===== config.mk =====
export PLATFORM = sky130hd
export DESIGN_NAME = noc_router_output_arbiter
export DESIGN_NICKNAME = d
export VERILOG_FILES = /design/src/rtl/noc_router_pkg.sv /design/src/rtl/noc_arb_rr.sv /design/src/rtl/noc_router_output_arbiter.sv
export SDC_FILE = /design/constraint.sdc
export NUM_CORES = 1
export LEC_CHECK = 0
export BUFFER_PORTS_ARGS = -buffer_cell sky130_fd_sc_hd__buf_2
export CORE_MARGIN = 5
export CORE_UTILIZATION = 43
export DETAILED_ROUTE_END_ITERATION = 10
export PLACE_DENSITY_LB_ADDON = 0.1
export SETUP_SLACK_MARGIN = 0.2
export SLEW_MARGIN = 20
export SYNTH_ARGS = -nofsm -noshare
export SYNTH_HDL_FRONTEND = slang
export SYNTH_SLANG_ARGS = --single-unit
export TNS_END_PERCENT = 1

===== constraint.sdc =====
create_clock -name clk -period 5.2 [get_ports clk]
set_clock_uncertainty 0.2 [all_clocks]
set_input_delay 0 -clock clk [delete_from_list [all_inputs] [get_ports clk]]
set_output_delay 0 -clock clk [all_outputs]
set_load 0.1 [all_outputs]

===== src/rtl/noc_router_pkg.sv =====
// Shared types for the NoC router output stage.
package noc_router_pkg;

  // Per-VC output FSM: waiting for a request, or holding a packet lock.
  typedef enum logic {
    IDLE   = 1'b0,
    LOCKED = 1'b1
  } vc_state_t;

endpackage


===== src/rtl/noc_arb_rr.sv =====
// Round-robin picker: first set req bit strictly after ptr, wrapping.
module noc_arb_rr #(
  parameter int N = 2
) (
  input  logic [N-1:0]                 req,
  input  logic [$clog2(N>1?N:2)-1:0]   ptr,
  output logic [N-1:0]                 gnt,
  output logic [$clog2(N>1?N:2)-1:0]   idx
);
  localparam int W = $clog2(N>1?N:2);

  int  c;
  logic found;

  // Scan N positions starting at ptr+1; the first request seen wins.
  always_comb begin
    gnt   = '0;
    idx   = '0;
    found = 1'b0;
    c     = 0;
    for (int k = 1; k <= N; k++) begin
      c = (int'(ptr) + k) % N;
      if (!found && req[c]) begin
        found  = 1'b1;
        gnt[c] = 1'b1;
        idx    = W'(c);
      end
    end
  end

endmodule


===== src/rtl/noc_router_output_arbiter.sv =====
// Output-port arbiter: per-VC packet locking onto one input, then a
// cycle-by-cycle VC round-robin onto the shared output flit bus.
module noc_router_output_arbiter import noc_router_pkg::*; #(
  parameter int FLIT_WIDTH = 32,
  parameter int VCHANNELS  = 1,
  parameter int INPUTS     = 5
) (
  input  logic                                          clk,
  input  logic                                          rst,
  input  logic [VCHANNELS-1:0][INPUTS-1:0][FLIT_WIDTH-1:0] in_flit,
  input  logic [VCHANNELS-1:0][INPUTS-1:0]              in_last,
  input  logic [VCHANNELS-1:0][INPUTS-1:0]              in_valid,
  output logic [VCHANNELS-1:0][INPUTS-1:0]              in_ready,
  output logic [FLIT_WIDTH-1:0]                         out_flit,
  output logic                                          out_last,
  output logic [VCHANNELS-1:0]                          out_valid,
  input  logic [VCHANNELS-1:0]                          out_ready
);
  localparam int IW = $clog2(INPUTS>1?INPUTS:2);
  localparam int VW = $clog2(VCHANNELS>1?VCHANNELS:2);

  vc_state_t [VCHANNELS-1:0]         state;
  logic      [VCHANNELS-1:0][IW-1:0] grant;
  logic      [VCHANNELS-1:0][IW-1:0] in_ptr;
  logic      [VW-1:0]                vc_ptr;

  logic [INPUTS-1:0] in_gnt  [VCHANNELS];
  logic [IW-1:0]     win_idx [VCHANNELS];
  logic [VCHANNELS-1:0] elig;
  logic [VCHANNELS-1:0] vc_gnt;
  logic [VW-1:0]        vc_idx;
  logic                 xfer;

  // One input arbiter per VC; only consulted while that VC is IDLE.
  for (genvar v = 0; v < VCHANNELS; v++) begin : g_vc
    noc_arb_rr #(.N(INPUTS)) u_in_arb (
      .req (in_valid[v]),
      .ptr (in_ptr[v]),
      .gnt (in_gnt[v]),
      .idx (win_idx[v])
    );
    assign elig[v] = (state[v] == LOCKED) && in_valid[v][grant[v]] && out_ready[v];
  end

  noc_arb_rr #(.N(VCHANNELS)) u_vc_arb (
    .req (elig),
    .ptr (vc_ptr),
    .gnt (vc_gnt),
    .idx (vc_idx)
  );

  assign xfer      = |vc_gnt;
  // Outputs are gated by reset so they drop in the same cycle reset asserts.
  assign out_valid = rst ? vc_gnt : '0;
  assign out_flit  = in_flit[vc_idx][grant[vc_idx]];
  assign out_last  = rst && xfer && in_last[vc_idx][grant[vc_idx]];

  // Ready back only to the locked input of the chosen VC.
  always_comb begin
    in_ready = '0;
    for (int v = 0; v < VCHANNELS; v++)
      for (int i = 0; i < INPUTS; i++)
        if (vc_gnt[v] && grant[v] == IW'(i)) in_ready[v][i] = rst;
  end

  // Per-VC lock FSM plus input/VC round-robin pointers.
  always_ff @(posedge clk or negedge rst) begin
    if (!rst) begin
      for (int v = 0; v < VCHANNELS; v++) begin
        state[v]  <= IDLE;
        grant[v]  <= '0;
        in_ptr[v] <= IW'(INPUTS-1);
      end
      vc_ptr <= VW'(VCHANNELS-1);
    end else begin
      for (int v = 0; v < VCHANNELS; v++) begin
        case (state[v])
          IDLE: if (|in_gnt[v]) begin
            grant[v] <= win_idx[v];
            state[v] <= LOCKED;
          end
          LOCKED: if (vc_gnt[v] && in_last[v][grant[v]]) begin
            state[v]  <= IDLE;
            in_ptr[v] <= grant[v];
          end
          default: state[v] <= IDLE;
        endcase
      end
      if (xfer) vc_ptr <= vc_idx;
    end
  end

endmodule


==> Word level (Yosys, flattened, before mapping) <==
Index checks and enable logic that the tools add are counted.
{ "word_totals": {"reg_bits": 7, "input_bits": 173, "output_inout_bits": 39, "word_cells": 115} }
{ "op_classes": {"addsub": 5, "div_mod_pow": 5, "magnitude_cmp": 11, "n_eq_ne": 4, "mux": 55, "bitwise": 5, "n_reduce_logical": 27} }
{ "ops": {"columns": ["op", "n"], "rows": [
  ["$ge A32 B1 Y1 const B", 5],
  ["$lt A32 B5 Y1 const B", 5],
  ["$mod A32 B4 Y32 const B", 5],
  ["$bmux W32 S3", 1],
  ["$mux W32", 1],
  ["$mux W1", 30],
  ["$mux W5", 5],
  ["$bmux W1 S3", 7],
  ["$or A5 B5 Y5", 4],
  ["$logic_and A1 B1 Y1", 19],
  ["$demux W1 S3", 5],
  ["$mux W3", 5],
  ["$add A3 B2 Y4 const B", 2],
  ["$add A3 B3 Y4 const B", 2],
  ["$eq A3 B2 Y1 const B", 2],
  ["$reduce_or A5 Y1", 1],
  ["$add A3 B1 Y4 const B", 1],
  ["$logic_not A1 Y1", 4],
  ["$lt A3 B4 Y1 const B", 1],
  ["$reduce_and A2 Y1", 2],
  ["$eq A3 B1 Y1 const B", 1],
  ["$eq A3 B3 Y1 const B", 1],
  ["$logic_not A3 Y1", 1],
  ["$pmux W1 S2", 1],
  ["$not A1 Y1", 1]
]} }

==> Longest topological paths before layout <==
Gate-level depths: netlist (run 1).
{ "depth": {"depth_word": 21, "depth_mapped": 21, "mapped_depth_nobuf": 17} }

==> By module <==
Synthesis (run 1) repeated with hierarchy kept, for this count alone.
{ "unflattened": {"hier_cells": 518, "hier_area_um2": 4404.2} }
{ "by_module_without_submodules": {"columns": ["module", "n_inst", "cells_per_inst", "area_per_inst_um2", "seq_area_each_um2"], "rows": [
  ["noc_arb_rr at g_vc[0].u_in_arb", 1, 385, 2736.4, 0.0],
  ["noc_router_output_arbiter", 1, 130, 1649.1, 201.4],
  ["noc_arb_rr at u_vc_arb", 1, 3, 18.8, 0.0]
]} }

==> Least setup slack after synthesis (run 1) <==
Ideal clock, no wire load.
{ "synth_timing": {"kind": "register -> register", "startpoint": "register in_ptr[0] in the netlist's numbering", "endpoint": "register grant[0] in the netlist's numbering", "arrival_time_ns": 5.090, "required_time_ns": 4.875, "path_slack_ns": -0.215, "stages_incl_launch_ff": 21, "n_path_buf": 5, "synth_period_minus_slack_ns": 5.415, "cell_sequence": "dfrtp_1 buf_4 inv_1 clkbuf_1 buf_1 ha_1 buf_2 buf_1 a211o_1 and2_1 ha_1 nor2b_1 a2111oi_0 a221o_1 mux2i_1 nand2_1 mux2_2 a211oi_1 mux2i_1 o311ai_4 mux2_2"} }
{ "synth_via": {"elab_chain_cells": 20, "word_cells_on_any_way": 78, "classes_between": "add/sub: 5; div: 5; order compare: 10; mux: 39; bitwise: 4; reduce/logical: 15"} }
{ "synth_rtl": {"columns": ["element", "line_no", "source"], "rows": [
  ["start, declared", "noc_router_output_arbiter.sv:24", "logic [VCHANNELS-1:0][IW-1:0] in_ptr;"],
  ["start signal, assigned by index", "noc_router_output_arbiter.sv:72", "in_ptr[v] <= IW'(INPUTS-1);"],
  ["start signal, assigned by index", "noc_router_output_arbiter.sv:84", "in_ptr[v] <= grant[v];"],
  ["branches (longest 20 deep; another with $mod A32 B4 Y32)", null, null],
  ["end signal, assigned by index", "noc_router_output_arbiter.sv:79", "grant[v] <= win_idx[v];"],
  ["end, declared", "noc_router_output_arbiter.sv:23", "logic [VCHANNELS-1:0][IW-1:0] grant;"]
]} }
Parallel ways; which one is timed is not known. The select of a mux whose other input is x is not followed.
A chain may end at the register's enable or synchronous reset.

==> Worst setup path after layout (run 1) <==
{ "layout_timing": {"startpoint": "register in_ptr[2] in the netlist's numbering", "endpoint": "register grant[0] in the netlist's numbering"} }
The elaborated chain is that of the path after synthesis.

==> metrics, run 1 <==
dpl cells 783; H-tree Lvls 1; area fraction of the dominant cell type after synthesis 19.9%; detailed-route via count 4818; clock latency on the worst-skew pair 0.23 ns; Nets 882; WP data required 5.10 ns; clock sink count 7; cell depth of the worst flop-to-flop path 16; layout cell share with drive strength beyond 1 45.4%; Initial Util 43.5%; CP cell instances xor2_2 -> ha_1 -> nor2_1 -> a211o_1 -> and2_1 -> ha_1 -> nor2b_1 -> o2bb2ai_1 -> a221o_2 -> mux2i_1 -> nand2_1 -> mux2_2 -> a211oi_1 -> mux2i_1 -> o311ai_4 -> mux2_2; Fmax achieved 210 MHz; Routed Antenna Nets 0; area leader, netlist mux4_2; Site Rows 35; Final Hold Viols 0; cell with the most instances after synthesis nand2_1; Post-synth EDFFs 0; Mapped Cells 476; syn avg cell area 8.32 um^2; R2R Setup Slk 0.43 ns; Die Height 106 um; Slew Limit Headroom 38.2%; min Tclk post-route 4.77 ns; vias in the first global route 4678; final setup vio count 0; synthesis warning total 0; Slew @ Worst Pin 0.926 ns; status finished, final reports clean; TritonRoute pass-1 iters 7; Fillers 874; Post-Syn Area 3960 um^2; first-pass GRT wire length 24400 um; port buffer count 211; DRC violations left 0; final core occ 57.7%; RSZ-0062 raised after global routing false; Cell variety after synth 82; gr usage total 26.8%; average routed wire per standard cell 20.2 um; core area 9110 um^2; min-delay worst type in2async; setup TNS 0 ns; layout overhead on the synthesized area 32.7%; Setup WS post-layout 0.432 ns; critical path type reg2reg; ranking of synthesized cells by area mux4_2, ha_1, a22o_1, mux2i_1, nand2_1; CP arrival 4.67 ns; IO Count 212; routed wire length 15900 um; largest net degree at the start of global routing 45; post-synthesis async set-or-reset flop share 100%; Crit. End Element flop; Syn Nets 679; Clock Tree Buf Depth 2; pre-CTS setup slack 0.438 ns; crit-path max cell delay 0.71 ns; Main synth FF type dfrtp_1; Max-cap violations 0; crit path launch type flop; sequential-to-total area share from yosys stat 4.46%; RR Endpoint grant[0]; Crit Reg-Reg Startpoint in_ptr[2]; CP max stage cell dfstp_4; Root Driver clkbuf_8; Non-Filler Instances 790; initial antenna violation count 1; # Post-CTS Setup Buffers 0; CP Max Fanout 12; Die ar. 11200 um^2; Synth Register Bits 7; GP Congestion 0.984; Inserted Clock Buffers 3; Final Max Tran Viols 0; clk slew on worst S/H paths 0.05 ns; mean number of vias per cell 6.10; post-DP HPWL 12800 um; crit path from in_ptr[2]; CTS tree yes; Iter 0 DRT Violations 373; Final period util 91.7%; Synth top cells by count nand2_1, mux4_2, a22o_1; total gr overflow 0; Die X 106 um
==> cells by family (layout without fill, tap and decap cells) <==
group,Yosys count,in the layout,share of synthesized area [%]
compound gates,165,165,33.1
mux,57,57,25.6
xor+xnor,8,8,2.15
flops,7,7,4.46
simple gates,144,144,18.6
other cells,0,1,0
fa+ha+maj,30,30,9.48
buf+inv,65,267,6.61
==> repair_timing <==
| item | in CTS | in global routing |
|---|---|---|
| endpoints found under the setup margin | 0 | 3 |
| hold buffers | 2 | 0 |
| resized for setup | 0 | 4 |
| hold endpoints to repair | 7 | 0 |
==> registers in the layout (all words and copies together) (netlist names) <==
register and count:
grant 3, in_ptr 3, state 1
==> metrics by stage <==
stage	hold WS, ns	area (um^2)
2_1_floorplan	-0.496	3980
3_3_place_gp	-0.322	5180
3_5_place_dp	-0.322	5180
4_1_cts	0.118	5240
5_1_grt	0.163	5260
6_report	0.140	5260
==> critical path, delay by kind of cell, from the launching register on <==
family,cells,cell delay [ns]
AOI/OAI and AO/OA,5,1.50
xor gates and xnor gates,1,0.18
adders and majority gates,2,0.46
DFF,1,0.71
muxes,4,1.02
and+or+nand+nor,4,0.56
==> placed cells by master (no fill, tap or decap), types with 3 or more instances in the layout <==
master,n
clkbuf_8,3
xnor2_1,6
nand3_1,7
ha_1,29
inv_1,25
mux4_2,35
a31oi_1,3
nand4_1,6
o22ai_1,4
o21ai_0,19
nor3_1,15
a21o_1,6
a22oi_1,5
nand2b_1,7
nor2_1,30
nand2_1,44
mux2_2,5
a21oi_1,29
a32oi_1,4
dfrtp_2,3
mux2i_1,17
nor3b_1,5
o21ai_1,3
o211ai_1,6
inv_2,5
o21bai_1,3
dfrtp_1,3
and3_1,4
o31ai_1,3
and2_1,4
buf_2,211
a22o_1,34
a211o_1,5
nor2b_1,4
buf_4,20
a211oi_1,7
==> final cells by class <==
cell class / count / area, um^2 / area share (%)
inverters: 30 / 113 / 2.14
well taps: 111 / 139 / 2.64
repair buffers: 233 / 1230 / 23.3
clock buffers: 4 / 45.0 / 0.857
multi-input cells: 404 / 3550 / 67.5
diodes: 1 / 2.50 / 0.0476
flip-flops and latches: 7 / 184 / 3.50
==> worst max-delay path by stage <==
| stage | to | slack [ns] | cells after the start |
|---|---|---|---|
| after detailed placement | grant[0] | 0.44 | 16 |
| after floorplan | grant[0] | 0.26 | 20 |
| after global routing | grant[1] | 0.20 | 17 |
| after global placement | grant[1] | 0.63 | 16 |
| final | grant[0] | 0.43 | 16 |
| after CTS | grant[0] | 0.41 | 16 |
==> routing by layer <==
layer | routed length [um] | share of wire [%] | up-vias | track usage, %
li1 | - | - | 2282 | -
met1 | 6410 | 40 | 2249 | 33.9
met2 | 7860 | 49 | 253 | 46.4
met3 | 1260 | 7.9 | 34 | 5.10
met4 | 390 | 2.4 | 0 | 7.77
met5 | 0 | 0 | - | 0
Power of run 1 is left out: the tool's default activity adds up to more than one toggle a clock period on the data nets, which glitch-free logic cannot reach.
==> run 2: changes to the inputs <==
--- a/config.mk
+++ b/config.mk
@@ -8,6 +8,7 @@
 export BUFFER_PORTS_ARGS = -buffer_cell sky130_fd_sc_hd__buf_2
 export CORE_MARGIN = 5
 export CORE_UTILIZATION = 43
+export CTS_BUF_LIST = sky130_fd_sc_hd__clkbuf_16
 export DETAILED_ROUTE_END_ITERATION = 10
 export PLACE_DENSITY_LB_ADDON = 0.1
 export SETUP_SLACK_MARGIN = 0.2
==> run 2 against run 1 <==
Critical endpoint unchanged. Core utilization up 0.37 points. Cell area up 0.64%. Routed wire length about the same. First-iteration DRC count down 8.3%. Maximum frequency about the same. Global-route usage up 0.051 points. Sequential cell count unchanged. Sequential share of layout area about the same. Via count up 0.89%. Register-to-register slack about the same. Non-clock buffer count unchanged.
==> metrics, run 2 (synthesized netlist as in run 1, its figures left out) <==
Initial Util 43.5% (unchanged); Die X 106 um (unchanged); average routed wire per standard cell 20.1 um (was 20.2 um); vias in the first global route 4677 (was 4678); most common cell after layout, fill and taps aside buf_2 (unchanged); Final period util 91.7% (about the same); Die ar. 11200 um^2 (unchanged); gr usage total 26.9% (was 26.8%); setup TNS 0 ns (unchanged); clock latency on the worst-skew pair 0.24 ns (was 0.23 ns); WP data required 5.11 ns (was 5.10 ns); top flop regs grant: 3 flops, in_ptr: 3 flops, state: 1 flops (unchanged); initial antenna violation count 1 (unchanged); port buffer count 211 (unchanged); Site Rows 35 (unchanged); status finished, final reports clean (unchanged); Max-cap violations 0 (unchanged); min-delay worst type in2async (unchanged); RSZ-0062 raised after global routing false (unchanged); most frequent cells in the layout buf_2, nand2_1, mux4_2 (unchanged); layout overhead on the synthesized area 33.6% (was 32.7%); Final Hold Viols 0 (unchanged); Nets 882 (unchanged); largest net degree at the start of global routing 45 (unchanged); Crit. End Element flop (unchanged); CTS tree yes (unchanged); Iter 0 DRT Violations 342 (was 373); Root Driver clkbuf_16 (was clkbuf_8); Routed Antenna Nets 0 (unchanged); TritonRoute pass-1 iters 5 (was 7); H-tree Lvls 1 (unchanged); top layer in use met4 (unchanged); total gr overflow 0 (unchanged); Fmax achieved 210 MHz (about the same); routed wire length 15900 um (about the same); clk slew on worst S/H paths 0.05 ns (about the same); Slew @ Worst Pin 0.919 ns (was 0.926 ns); metal3 WL 1470 um (was 1260 um); clock sink count 7 (unchanged); DRC violations left 0 (unchanged); first-pass GRT wire length 24400 um (about the same); crit path launch type flop (unchanged); CP arrival 4.68 ns (was 4.67 ns); post-DP HPWL 12800 um (unchanged); Inserted Clock Buffers 3 (unchanged); Clock Tree Buf Depth 2 (unchanged); mean number of vias per cell 6.15 (was 6.10); Die Height 106 um (unchanged); critical path type reg2reg (unchanged); Fillers 872 (was 874); layout cell share with drive strength beyond 1 45.4% (unchanged); min Tclk post-route 4.77 ns (about the same); IO Count 212 (unchanged); CP Max Fanout 12 (unchanged); WL met1 6140 um (was 6410 um); final setup vio count 0 (unchanged); Final Max Tran Viols 0 (unchanged); Slew Limit Headroom 38.7% (was 38.2%); routed length on met2 7930 um (was 7860 um); detailed-route via count 4861 (was 4818); core area 9110 um^2 (unchanged); GP Congestion 0.984 (unchanged)
-- run 2: final timing paths --
kind | from | cells past startpoint | slack, ns | to
min in group clk | out_ready | 6 | 0.26 | in_ptr[2]
worst min register to register | grant[2] | 2 | 0.36 | in_ptr[2]
max in group asynchronous | rst | 3 | 3.84 | grant[1]
worst max-delay path | in_ptr[2] | 16 | 0.43 | grant[0]
worst max register to register | in_ptr[2] | 16 | 0.43 | grant[0]
worst min-delay path | rst | 2 | 0.14 | in_ptr[2]
-- run 2: per-stage QoR --
| stage | setup WS (ns) | instances | utilization, % | hold slack [ns] | instance area [um^2] |
|---|---|---|---|---|---|
| floorplan | 0.263 | 476 | - | -0.496 | 3980 |
| global placement | 0.626 | 783 | 56.8 | -0.322 | 5180 |
| detailed placement | 0.438 | 783 | 56.8 | -0.322 | 5180 |
| CTS | 0.417 | 789 | 57.9 | 0.118 | 5280 |
| global route | 0.198 | 790 | 58.1 | 0.161 | 5290 |
| finish | 0.431 | 790 | 58.1 | 0.135 | 5290 |
-- run 2: area by class of cell --
class | instances | area (um^2) | share of cell area, %
repair buffers | 233 | 1230 | 23.2
clock buffers | 3 | 75.1 | 1.42
flip-flops and latches | 7 | 184 | 3.48
clock inverters | 1 | 3.75 | 0.0710
multi-input cells | 404 | 3550 | 67.0
well taps | 111 | 139 | 2.63
inverters | 30 | 113 | 2.13
diodes | 1 | 2.50 | 0.0473
-- run 2: critical path: stages (launching register included) --
cell	delay [ns]
dfstp_4	0.71
xor2_2	0.18
ha_1	0.21
nor2_1	0.07
a211o_1	0.31
and2_1	0.21
ha_1	0.25
nor2b_1	0.21
o2bb2ai_1	0.14
a221o_2	0.47
mux2i_1	0.19
nand2_1	0.07
mux2_2	0.29
a211oi_1	0.21
mux2i_1	0.16
o311ai_4	0.36
mux2_2	0.38
-- run 2: what timing repair did --
item | 4_1_cts | 5_1_grt
hold buffers | 2 | 0
endpoints found under the setup margin | 0 | 3
endpoints found under the hold margin | 7 | 0
buffers inserted | 0 | 0
resized for setup | 0 | 4
-- run 2: per-layer routing --
metal  track usage [%]  vias to the layer above
li1                  -                     2286
met1              34.0                     2252
met2              46.4                      291
met3              4.92                       32
met4              8.14                        0
met5                 0                        -
Power of run 2 is left out for the same reason.
==> run 3: changes to the inputs <==
--- a/config.mk
+++ b/config.mk
@@ -6,10 +6,12 @@
 export NUM_CORES = 1
 export LEC_CHECK = 0
 export BUFFER_PORTS_ARGS = -buffer_cell sky130_fd_sc_hd__buf_2
+export CORE_ASPECT_RATIO = 1.75
 export CORE_MARGIN = 5
 export CORE_UTILIZATION = 43
 export CTS_BUF_LIST = sky130_fd_sc_hd__clkbuf_16
 export DETAILED_ROUTE_END_ITERATION = 10
+export HOLD_SLACK_MARGIN = 0.15
 export PLACE_DENSITY_LB_ADDON = 0.1
 export SETUP_SLACK_MARGIN = 0.2
 export SLEW_MARGIN = 20
==> run 3 against run 2 <==
Register-to-register slack better by 0.06 ns. Die area rose by 0.67%. Core utilization grew 0.72 points. Sequential cell count unchanged. Critical path depth unchanged. Non-clock buffer count increased by 1. Sequential share of layout area about the same. Cell count grew 1.6%. Global-route usage rose by 3.1 points. Maximum frequency rose by 1.2%. Critical path type unchanged.
==> metrics, run 3 (synthesized netlist as in run 1, its figures left out) <==
Routed Antenna Nets 0 (unchanged); Crit Reg-Reg Startpoint in_ptr[2] (unchanged); layout cell share with drive strength beyond 1 45.1% (was 45.4%); Final Max Tran Viols 0 (unchanged); Fmax achieved 212 MHz (was 210 MHz); CP max stage cell dfstp_4 (unchanged); IO Count 212 (unchanged); Final Hold Viols 0 (unchanged); RSZ-0062 raised after global routing false (unchanged); clk slew on worst S/H paths 0.04 ns (was 0.05 ns); most frequent cells in the layout buf_2, nand2_1, mux4_2 (unchanged); port buffer count 211 (unchanged); Root Driver clkbuf_16 (unchanged); most common cell after layout, fill and taps aside buf_2 (unchanged); core area 9040 um^2 (was 9110 um^2); WP data required 5.11 ns (about the same); detailed-route via count 5020 (was 4861); Final period util 90.6% (was 91.7%); total gr overflow 0 (unchanged); layout overhead on the synthesized area 34.2% (was 33.6%); CP Max Fanout 11 (was 12); first-pass GRT wire length 25700 um (was 24400 um); Slew Limit Headroom 38.0% (was 38.7%); CTS tree yes (unchanged); crit path from in_ptr[2] (unchanged); Crit. End Element flop (unchanged); crit path launch type flop (unchanged); Die X 82.5 um (was 106 um); R2R Setup Slk 0.49 ns (was 0.43 ns); H-tree Lvls 1 (unchanged); final setup vio count 0 (unchanged); Initial Util 43.8% (was 43.5%); clock latency on the worst-skew pair 0.24 ns (about the same); setup TNS 0 ns (unchanged); vias in the first global route 4924 (was 4677); Inserted Clock Buffers 3 (unchanged); TritonRoute pass-1 iters 5 (unchanged); status finished, final reports clean (unchanged); DRC violations left 0 (unchanged); largest net degree at the start of global routing 45 (unchanged); routed wire length 17800 um (was 15900 um); CP cell instances xor2_2 -> ha_1 -> nor2_1 -> a211o_1 -> and2_1 -> ha_1 -> nor2b_1 -> a2111oi_1 -> a221o_1 -> mux2i_1 -> nand2_1 -> mux2_2 -> a211oi_1 -> mux2i_1 -> o311ai_4 -> mux2_2 (was xor2_2 -> ha_1 -> nor2_1 -> a211o_1 -> and2_1 -> ha_1 -> nor2b_1 -> o2bb2ai_1 -> a221o_2 -> mux2i_1 -> nand2_1 -> mux2_2 -> a211oi_1 -> mux2i_1 -> o311ai_4 -> mux2_2); Die Height 137 um (was 106 um); Die ar. 11300 um^2 (was 11200 um^2); dpl cells 791 (was 783); Site Rows 46 (was 35); critical path type reg2reg (unchanged); min Tclk post-route 4.71 ns (was 4.77 ns); GP Congestion 1.04 (was 0.984); hold path startpoint out_ready; post-DP HPWL 14600 um (was 12800 um); Non-Filler Instances 803 (was 790); Iter 0 DRT Violations 284 (was 342); CP arrival 4.62 ns (was 4.68 ns); initial antenna violation count 8 (was 1); average routed wire per standard cell 22.2 um (was 20.1 um); Max-cap violations 0 (unchanged); Clock Tree Buf Depth 2 (unchanged); Nets 883 (was 882); crit-path max cell delay 0.71 ns (about the same); gr usage total 30.0% (was 26.9%); Fillers 890 (was 872); DP Area 5180 um^2 (about the same); min-delay worst type in2reg (was in2async); clock sink count 7 (unchanged); Slew @ Worst Pin 0.930 ns (was 0.919 ns); final instance area 5310 um^2 (was 5290 um^2); top flop regs grant: 3 flops, in_ptr: 3 flops, state: 1 flops (unchanged); mean number of vias per cell 6.25 (was 6.15)
run 3: changes by cell type in the layout (fill, tap and decap cells not counted):
| cell | previous run | this run |
|---|---|---|
| a221o_1 | 0 | 1 |
| dlygate4sd3_1 | 2 | 3 |
| a221o_2 | 1 | 0 |
| diode_2 | 1 | 4 |
| a2111oi_2 | 2 | 1 |
| a2111oi_1 | 0 | 1 |
run 3: layout make-up:
cell class                      instances  area [um^2]  area share, %
Sequential cell                         7          184           3.46
Clock buffer                            3         75.1           1.41
Multi-Input combinational cell        404         3540           66.6
Timing Repair Buffer                  234         1240           23.3
Antenna cell                            4         10.0          0.188
Tap cell                              120          150           2.83
Inverter                               30          113           2.12
Clock inverter                          1         3.75         0.0707
run 3: worst max-delay path, delay by kind of cell, from the launching register on:
kind            cells  cell delay (ns)
simple gates        4             0.51
flops               1             0.71
xor+xnor            1             0.17
fa+ha+maj           2             0.42
compound gates      5             1.48
mux                 4             1.07
run 3: through the flow:
step | worst slack (ns) | hold WS [ns] | utilization (%)
2_1_floorplan | 0.263 | -0.496 | -
3_3_place_gp | 0.620 | -0.330 | 57.3
3_5_place_dp | 0.480 | -0.327 | 57.3
4_1_cts | 0.448 | 0.215 | 58.5
5_1_grt | 0.204 | 0.266 | 58.8
6_report | 0.488 | 0.222 | 58.8
run 3: what timing repair did:
item	4_1_cts	5_1_grt
endpoints found under the setup margin	0	3
hold buffers	3	0
hold endpoints to repair	7	0
buffers inserted	0	1
gates resized for setup	0	2
run 3: final timing paths:
kind | to | cells past startpoint
min in group asynchronous | in_ptr[2] | 3
worst min-delay path | in_ptr[2] | 6
worst max register to register | grant[1] | 16
max in group asynchronous | grant[1] | 4
worst max-delay path | grant[1] | 16
worst min register to register | in_ptr[2] | 2
run 3: layer usage:
layer  global-route usage (%)  part of all wire, %  vias up  routed length, um
met4                     17.3                  5.0        8                899
met5                        0                 0.27        -                 49
met3                     11.0                   12       61               2180
li1                         -                    -     2286                  -
met2                     53.3                   51      297               9070
met1                     28.5                   32     2368               5640
Power of run 3 is left out for the same reason.
